File: src/rtl/hazard_bubble_unit_pkg.sv
// Shared definitions for the ID-stage hazard unit: control bundle layout and FSM encodings.
package hazard_bubble_unit_pkg;

  typedef struct packed {
    logic       reg_dest;
    logic [1:0] alu_op;
    logic       alu_src;
    logic [2:0] mem;
    logic [1:0] wb;
  } ctrl_t;

  localparam int CTRL_W = $bits(ctrl_t);

  localparam logic [1:0] HZ_RUN   = 2'd0;
  localparam logic [1:0] HZ_STALL = 2'd1;
  localparam logic [1:0] HZ_FLUSH = 2'd2;

endpackage

File: src/rtl/hazard_bubble_unit_if.sv
// ID/EX-side signal bundle between the decode stage and the hazard unit.
interface hazard_bubble_unit_if
  import hazard_bubble_unit_pkg::*;
#(
  parameter int CTRL_W_P = CTRL_W,
  parameter int REG_AW   = 5,
  parameter int CNT_W    = 16
);
  logic              idValid;
  logic [REG_AW-1:0] idRs;
  logic [REG_AW-1:0] idRt;
  logic              idUsesRt;
  logic [CTRL_W_P-1:0] idCtrl;
  logic              exMemRead;
  logic [REG_AW-1:0] exRt;
  logic              branchTaken;
  logic              pcWrite;
  logic              ifIdWrite;
  logic              ifIdFlush;
  logic [CTRL_W_P-1:0] exCtrl;
  logic              exBubble;
  logic [1:0]        hzdState;
  logic [CNT_W-1:0]  stallCount;

  modport master (
    output idValid, idRs, idRt, idUsesRt, idCtrl, exMemRead, exRt, branchTaken,
    input  pcWrite, ifIdWrite, ifIdFlush, exCtrl, exBubble, hzdState, stallCount
  );

  modport slave (
    input  idValid, idRs, idRt, idUsesRt, idCtrl, exMemRead, exRt, branchTaken,
    output pcWrite, ifIdWrite, ifIdFlush, exCtrl, exBubble, hzdState, stallCount
  );
endinterface

File: src/rtl/hazard_bubble_unit_hazard_detect.sv
// Combinational load-use compare; r0 is never a real dependency.
module hazard_detect #(
  parameter int REG_AW = 5
) (
  input  logic              id_valid,
  input  logic [REG_AW-1:0] id_rs,
  input  logic [REG_AW-1:0] id_rt,
  input  logic              id_uses_rt,
  input  logic              ex_mem_read,
  input  logic [REG_AW-1:0] ex_rt,
  output logic              hz
);
  assign hz = id_valid & ex_mem_read & (ex_rt != '0) &
              ((ex_rt == id_rs) | (id_uses_rt & (ex_rt == id_rt)));
endmodule

File: src/rtl/hazard_bubble_unit.sv
// Load-use stall / branch flush sequencer that owns the ID/EX control register and bubble injection.
module hazard_bubble_unit
  import hazard_bubble_unit_pkg::*;
#(
  parameter int CTRL_W_P  = CTRL_W,
  parameter int REG_AW    = 5,
  parameter int LOAD_LAT  = 1,
  parameter int FLUSH_CYC = 1,
  parameter int CNT_W     = 16
) (
  input  logic                 clock,
  input  logic                 reset,
  hazard_bubble_unit_if.slave  bus
);

  logic [1:0]          state, state_nxt;
  logic [1:0]          cnt, cnt_nxt;
  logic [CTRL_W_P-1:0] ex_ctrl;
  logic                ex_bubble;
  logic [CNT_W-1:0]    stall_count;
  logic                hz;
  logic                pc_write, if_id_write, if_id_flush, bubble, count_bubble;

  hazard_detect #(.REG_AW(REG_AW)) u_detect (
    .id_valid    (bus.idValid),
    .id_rs       (bus.idRs),
    .id_rt       (bus.idRt),
    .id_uses_rt  (bus.idUsesRt),
    .ex_mem_read (bus.exMemRead),
    .ex_rt       (bus.exRt),
    .hz          (hz)
  );

  always_comb begin
    // NOTE: every output gets a default first so no path leaves it unassigned (no latch).
    state_nxt    = state;
    cnt_nxt      = cnt;
    pc_write     = 1'b1;
    if_id_write  = 1'b1;
    if_id_flush  = 1'b0;
    bubble       = 1'b1;
    count_bubble = 1'b0;
    if (bus.branchTaken) begin
      if_id_flush = 1'b1;
      if (state == HZ_FLUSH) begin
        cnt_nxt      = 2'(FLUSH_CYC - 1);
        count_bubble = 1'b1;
      end else if (FLUSH_CYC > 1) begin
        state_nxt = HZ_FLUSH;
        cnt_nxt   = 2'(FLUSH_CYC - 1);
      end else begin
        state_nxt = HZ_RUN;
      end
    end else begin
      case (state)
        HZ_STALL: begin
          pc_write     = 1'b0;
          if_id_write  = 1'b0;
          count_bubble = 1'b1;
          cnt_nxt      = cnt - 2'd1;
          if (cnt == 2'd1) state_nxt = HZ_RUN;
        end
        HZ_FLUSH: begin
          if_id_flush  = 1'b1;
          count_bubble = 1'b1;
          cnt_nxt      = cnt - 2'd1;
          if (cnt == 2'd1) state_nxt = HZ_RUN;
        end
        default: begin
          if (hz) begin
            pc_write     = 1'b0;
            if_id_write  = 1'b0;
            count_bubble = 1'b1;
            if (LOAD_LAT > 1) begin
              state_nxt = HZ_STALL;
              cnt_nxt   = 2'(LOAD_LAT - 1);
            end
          end else begin
            bubble = 1'b0;
          end
        end
      endcase
    end
  end

  always_ff @(posedge clock or negedge reset) begin
    // NOTE: non-blocking assignments so all registers update from pre-edge values.
    if (!reset) begin
      state       <= HZ_RUN;
      cnt         <= 2'd0;
      ex_ctrl     <= '0;
      ex_bubble   <= 1'b1;
      stall_count <= '0;
    end else begin
      state     <= state_nxt;
      cnt       <= cnt_nxt;
      ex_ctrl   <= bubble ? '0 : bus.idCtrl;
      ex_bubble <= bubble;
      if (count_bubble && (stall_count != '1)) stall_count <= stall_count + CNT_W'(1);
    end
  end

  // Enables are forced safe while reset is held, independent of the FSM.
  assign bus.pcWrite    = reset & pc_write;
  assign bus.ifIdWrite  = reset & if_id_write;
  assign bus.ifIdFlush  = ~reset | if_id_flush;
  assign bus.exCtrl     = ex_ctrl;
  assign bus.exBubble   = ex_bubble;
  assign bus.hzdState   = state;
  assign bus.stallCount = stall_count;

endmodule
File: src/flat_wrapper.sv
// flat-port wrapper written by rule: the top's interface ports become plain ports
module hazard_bubble_unit_flat import hazard_bubble_unit_pkg::*;
#(
  parameter int CTRL_W_P  = CTRL_W,
  parameter int REG_AW    = 5,
  parameter int LOAD_LAT  = 1,
  parameter int FLUSH_CYC = 1,
  parameter int CNT_W     = 16
)
  (clock, reset, bus_idValid, bus_idRs, bus_idRt, bus_idUsesRt, bus_idCtrl, bus_exMemRead, bus_exRt, bus_branchTaken, bus_pcWrite, bus_ifIdWrite, bus_ifIdFlush, bus_exCtrl, bus_exBubble, bus_hzdState, bus_stallCount);
  hazard_bubble_unit_if #(.CTRL_W_P(CTRL_W_P), .REG_AW(REG_AW), .CNT_W(CNT_W)) bus_i ();
  input  logic clock;
  input  logic reset;
  input wire logic [$bits(bus_i.idValid)-1:0] bus_idValid;
  input wire logic [$bits(bus_i.idRs)-1:0] bus_idRs;
  input wire logic [$bits(bus_i.idRt)-1:0] bus_idRt;
  input wire logic [$bits(bus_i.idUsesRt)-1:0] bus_idUsesRt;
  input wire logic [$bits(bus_i.idCtrl)-1:0] bus_idCtrl;
  input wire logic [$bits(bus_i.exMemRead)-1:0] bus_exMemRead;
  input wire logic [$bits(bus_i.exRt)-1:0] bus_exRt;
  input wire logic [$bits(bus_i.branchTaken)-1:0] bus_branchTaken;
  output wire logic [$bits(bus_i.pcWrite)-1:0] bus_pcWrite;
  output wire logic [$bits(bus_i.ifIdWrite)-1:0] bus_ifIdWrite;
  output wire logic [$bits(bus_i.ifIdFlush)-1:0] bus_ifIdFlush;
  output wire logic [$bits(bus_i.exCtrl)-1:0] bus_exCtrl;
  output wire logic [$bits(bus_i.exBubble)-1:0] bus_exBubble;
  output wire logic [$bits(bus_i.hzdState)-1:0] bus_hzdState;
  output wire logic [$bits(bus_i.stallCount)-1:0] bus_stallCount;
  assign bus_i.idValid = bus_idValid;
  assign bus_i.idRs = bus_idRs;
  assign bus_i.idRt = bus_idRt;
  assign bus_i.idUsesRt = bus_idUsesRt;
  assign bus_i.idCtrl = bus_idCtrl;
  assign bus_i.exMemRead = bus_exMemRead;
  assign bus_i.exRt = bus_exRt;
  assign bus_i.branchTaken = bus_branchTaken;
  assign bus_pcWrite = bus_i.pcWrite;
  assign bus_ifIdWrite = bus_i.ifIdWrite;
  assign bus_ifIdFlush = bus_i.ifIdFlush;
  assign bus_exCtrl = bus_i.exCtrl;
  assign bus_exBubble = bus_i.exBubble;
  assign bus_hzdState = bus_i.hzdState;
  assign bus_stallCount = bus_i.stallCount;
  hazard_bubble_unit #(.CTRL_W_P(CTRL_W_P), .REG_AW(REG_AW), .LOAD_LAT(LOAD_LAT), .FLUSH_CYC(FLUSH_CYC), .CNT_W(CNT_W)) u_core (.clock(clock), .reset(reset), .bus(bus_i));
endmodule
File: config.mk
export PLATFORM = sky130hd
export DESIGN_NAME = hazard_bubble_unit_flat
export DESIGN_NICKNAME = d
export VERILOG_FILES = /design/src/rtl/hazard_bubble_unit_pkg.sv /design/src/rtl/hazard_bubble_unit_if.sv /design/src/rtl/hazard_bubble_unit_hazard_detect.sv /design/src/rtl/hazard_bubble_unit.sv /design/src/flat_wrapper.sv
export SDC_FILE = /design/constraint.sdc
export NUM_CORES = 1
export LEC_CHECK = 0
export ABC_CLOCK_PERIOD_IN_PS = 1800
export CAP_MARGIN = 10
export CORE_MARGIN = 5
export CORE_UTILIZATION = 37
export DETAILED_ROUTE_END_ITERATION = 12
export GPL_TIMING_DRIVEN = 0
export MAX_ROUTING_LAYER = met4
export PLACE_DENSITY_LB_ADDON = 0.05
export SKIP_CTS_REPAIR_TIMING = 1
export SLEW_MARGIN = 20
export SYNTH_ARGS = -nofsm -noshare
export SYNTH_HDL_FRONTEND = slang
export SYNTH_SLANG_ARGS = --single-unit
export TNS_END_PERCENT = 50
File: constraint.sdc
create_clock -name clock -period 1.8 [get_ports clock]
set_input_delay 0.36 -clock clock [delete_from_list [all_inputs] [get_ports clock]]
set_output_delay 0.36 -clock clock [all_outputs]
set_load 0.01 [all_outputs]
==> metrics.txt <==
Die X-Extent 70.94 um; Worst-Skew Late Latency 0.27 ns; root buf cell clkbuf_8; CTS tree yes; CP Max Fanout 2; Final Instance Count excl. Fillers 252; Cell Rows 22; CP delay by family, top simple AND/OR/NAND/NOR gates; largest net degree at the start of global routing 29; Yosys cell types 37; Worst path slowest cell or4_4; share of cells above drive strength 1 24.51%; Netlist Area Pre-Place 1374 um^2; area share of the largest cell type after synthesis 45.54%; fillers 315; Nets 236; pre-CTS WS -1.138 ns; min Tclk post-route 2.020 ns; final worst-path cycle share 112.2%; initial antenna violation count 0; Placed Cells 234; CP Buf/Inv Count 3; Yosys Warn Count 0; status finished with violations; Overflow after GRT 0; RSZ-0062 raised after global routing true; GPL Wtd Cong 0.8653; pwr dens between 600 and 700 nW/um^2; worst slew pin tran between 0.6 and 0.7 ns; DR WL/cell 13.94 um; Crit path required time around 1.4 ns; HP Class in2async; synth top area cells dfrtp_1, xnor2_1, and2_1; Max VDD drop 409.2 uV; Startpoint Class input pin; Mean Syn Cell Area ~11 um^2; Die H 70.94 um; Core Region 3633 um^2; H-tree depth reported by CTS 1; initial core utilization approximately 38%; final slew viol count 0; sequential element share of the synthesized area 47.45%; vias per std cell 4.750; WP data arrival 1.66 ns; Final Hold Viols 0; Lkg Pwr 1.048 nW; Worst Skew 0.003866 ns; failing checks negative setup slack; critical path, cell by cell buf_8 > or4_4 > o211ai_4 > nor2_4 > a21boi_2 > buf_4 > buf_6; Crit Path Class in2out; final setup vio count 2; Port Buffer Count 58; Inserted Diodes 0; CP Capture Type output pin; GRT Util Overall 13.64%; DP HPWL 2.482 mm; worst relative slew slack between 50% and 60%; vias in the first global route 1129; Max Buffers Root-to-Sink 2; Remaining DRCs 0; Syn Inst Count ~130; total die area 5032 um^2; DRT Pass-1 Iters 4; DRT antenna net count 0; Initial DRC Count 69; first-pass GRT wire length 5.430 mm; critical path's largest stage delay 0.54 ns; CTS sink cnt 26; top achievable clock speed 495.0 MHz; I/O pin cnt 61; Power, Total 0.001399 W; top cell type by total area after synthesis dfrtp_1; Num CTS Buffers 3; via count 1197; post-route cell area 2323 um^2; Max-Cap Viols 0; WL final 3.514 mm; FF+latch count, synth 26; Area Growth Syn to Fin 69.13%; clk slew on worst S/H paths approximately 0.090 ns; placed cell area 2019 um^2; setup ws final -0.2202 ns; minimum hold slack 0.08291 ns
-- report_power, final --
| part | switching, W | internal (W) |
|---|---|---|
| Sequential | 0.0000182 | 0.000609 |
| Clock | 0.000192 | 0.000298 |
| Combinational | 0.000111 | 0.000171 |
-- stage by stage --
stage                     utilization, %  TNS [ns]
final                              63.95   -0.4151
after global routing               63.95   -0.6838
after CTS                          57.54    -7.289
after detailed placement           55.58    -13.74
after global placement             55.72    -14.91
after floorplan                        -   -0.1041
-- cells in the mapped netlist, drive strengths merged --
cell    number
or4b         1
o211ai       1
nand4b       2
nand3b       1
mux2         1
clkbuf       1
nand2        7
nor4         4
inv          3
dfrtp       25
dfstp        1
nand4        7
ha           1
nand3       11
buf          4
nor3         5
nor2         5
nor3b        2
and4b        1
xor2         1
nand2b       1
or2          1
and2         9
xnor2       23
conb         1
a31oi        1
a21oi        2
or4          1
o22ai        1
o31ai        1
a21boi       1
and4         1
-- sequential cells by signal, indices dropped and copies added, names as in the netlist --
name and cells:
u_core.bus.stallCount 16, u_core.bus.exCtrl 9, u_core.bus.exBubble 1
-- layout by cell type, fill, tap and decap left out, types with 3 or more instances in the layout --
| cell type | n |
|---|---|
| clkbuf_8 | 3 |
| inv_1 | 3 |
| nand4_1 | 7 |
| nand2_1 | 7 |
| buf_4 | 17 |
| and2_1 | 9 |
| dfrtp_2 | 4 |
| buf_6 | 4 |
| dlymetal6s2s_1 | 16 |
| nor2_1 | 3 |
| nand3_1 | 9 |
| dfrtp_1 | 21 |
| xnor2_1 | 22 |
| nor3_1 | 5 |
| clkdlybuf4s50_1 | 37 |
-- cell families (layout without fill, tap and decap cells) --
family | Yosys count | in the layout | share of synthesized area [%]
AO/OA/AOI/OAI | 7 | 7 | 5.465
XOR/XNOR | 24 | 24 | 15.85
adder cells (fa/ha/maj) | 1 | 1 | 0.9106
buffers and inverters | 8 | 84 | 3.096
flip-flops | 26 | 26 | 47.45
multiplexers | 1 | 1 | 1.093
other | 1 | 2 | 0.2730
AND/OR/NAND/NOR | 59 | 59 | 25.87
-- metal layers --
layer	share of wire (%)	vias up	track usage (%)
met5	0	-	-
met3	4.4	4	2.699
met1	45	566	18.18
met2	49	34	20.91
met4	1.2	0	4.384
li1	-	593	-
-- final timing paths --
kind | from | endpoint | slack [ns] | depth (start not counted)
setup / recovery | bus_exRt[4] | bus_pcWrite | -0.22 | 7
hold / removal | reset | u_core.bus.stallCount[15] | 0.08 | 1
setup reg to reg | u_core.bus.stallCount[2] | u_core.bus.stallCount[13] | 0.05 | 5
hold reg to reg | u_core.bus.stallCount[15] | u_core.bus.stallCount[15] | 0.52 | 1
max in group asynchronous | reset | u_core.bus.stallCount[5] | 1.29 | 1
min in group clock | u_core.bus.stallCount[15] | u_core.bus.stallCount[15] | 0.52 | 1
-- worst register-to-register path, delay by kind of cell (launching register included) --
kind | cells | cell delay [ns]
simple gates | 3 | 0.92
compound gates | 1 | 0.14
flops | 1 | 0.44
xor+xnor | 1 | 0.14
-- cell type report --
class / instances / area, um^2 / area share (%)
multi-input combinational: 94 / 755.7 / 32.53
timing repair buffer: 72 / 726.9 / 31.29
sequential: 26 / 656.9 / 28.27
tap: 48 / 60.06 / 2.585
clock buffer: 3 / 41.29 / 1.777
buffer: 5 / 41.29 / 1.777
clock inverter: 1 / 30.03 / 1.292
inverter: 3 / 11.26 / 0.4847
Power figures use the tool's default switching activity.
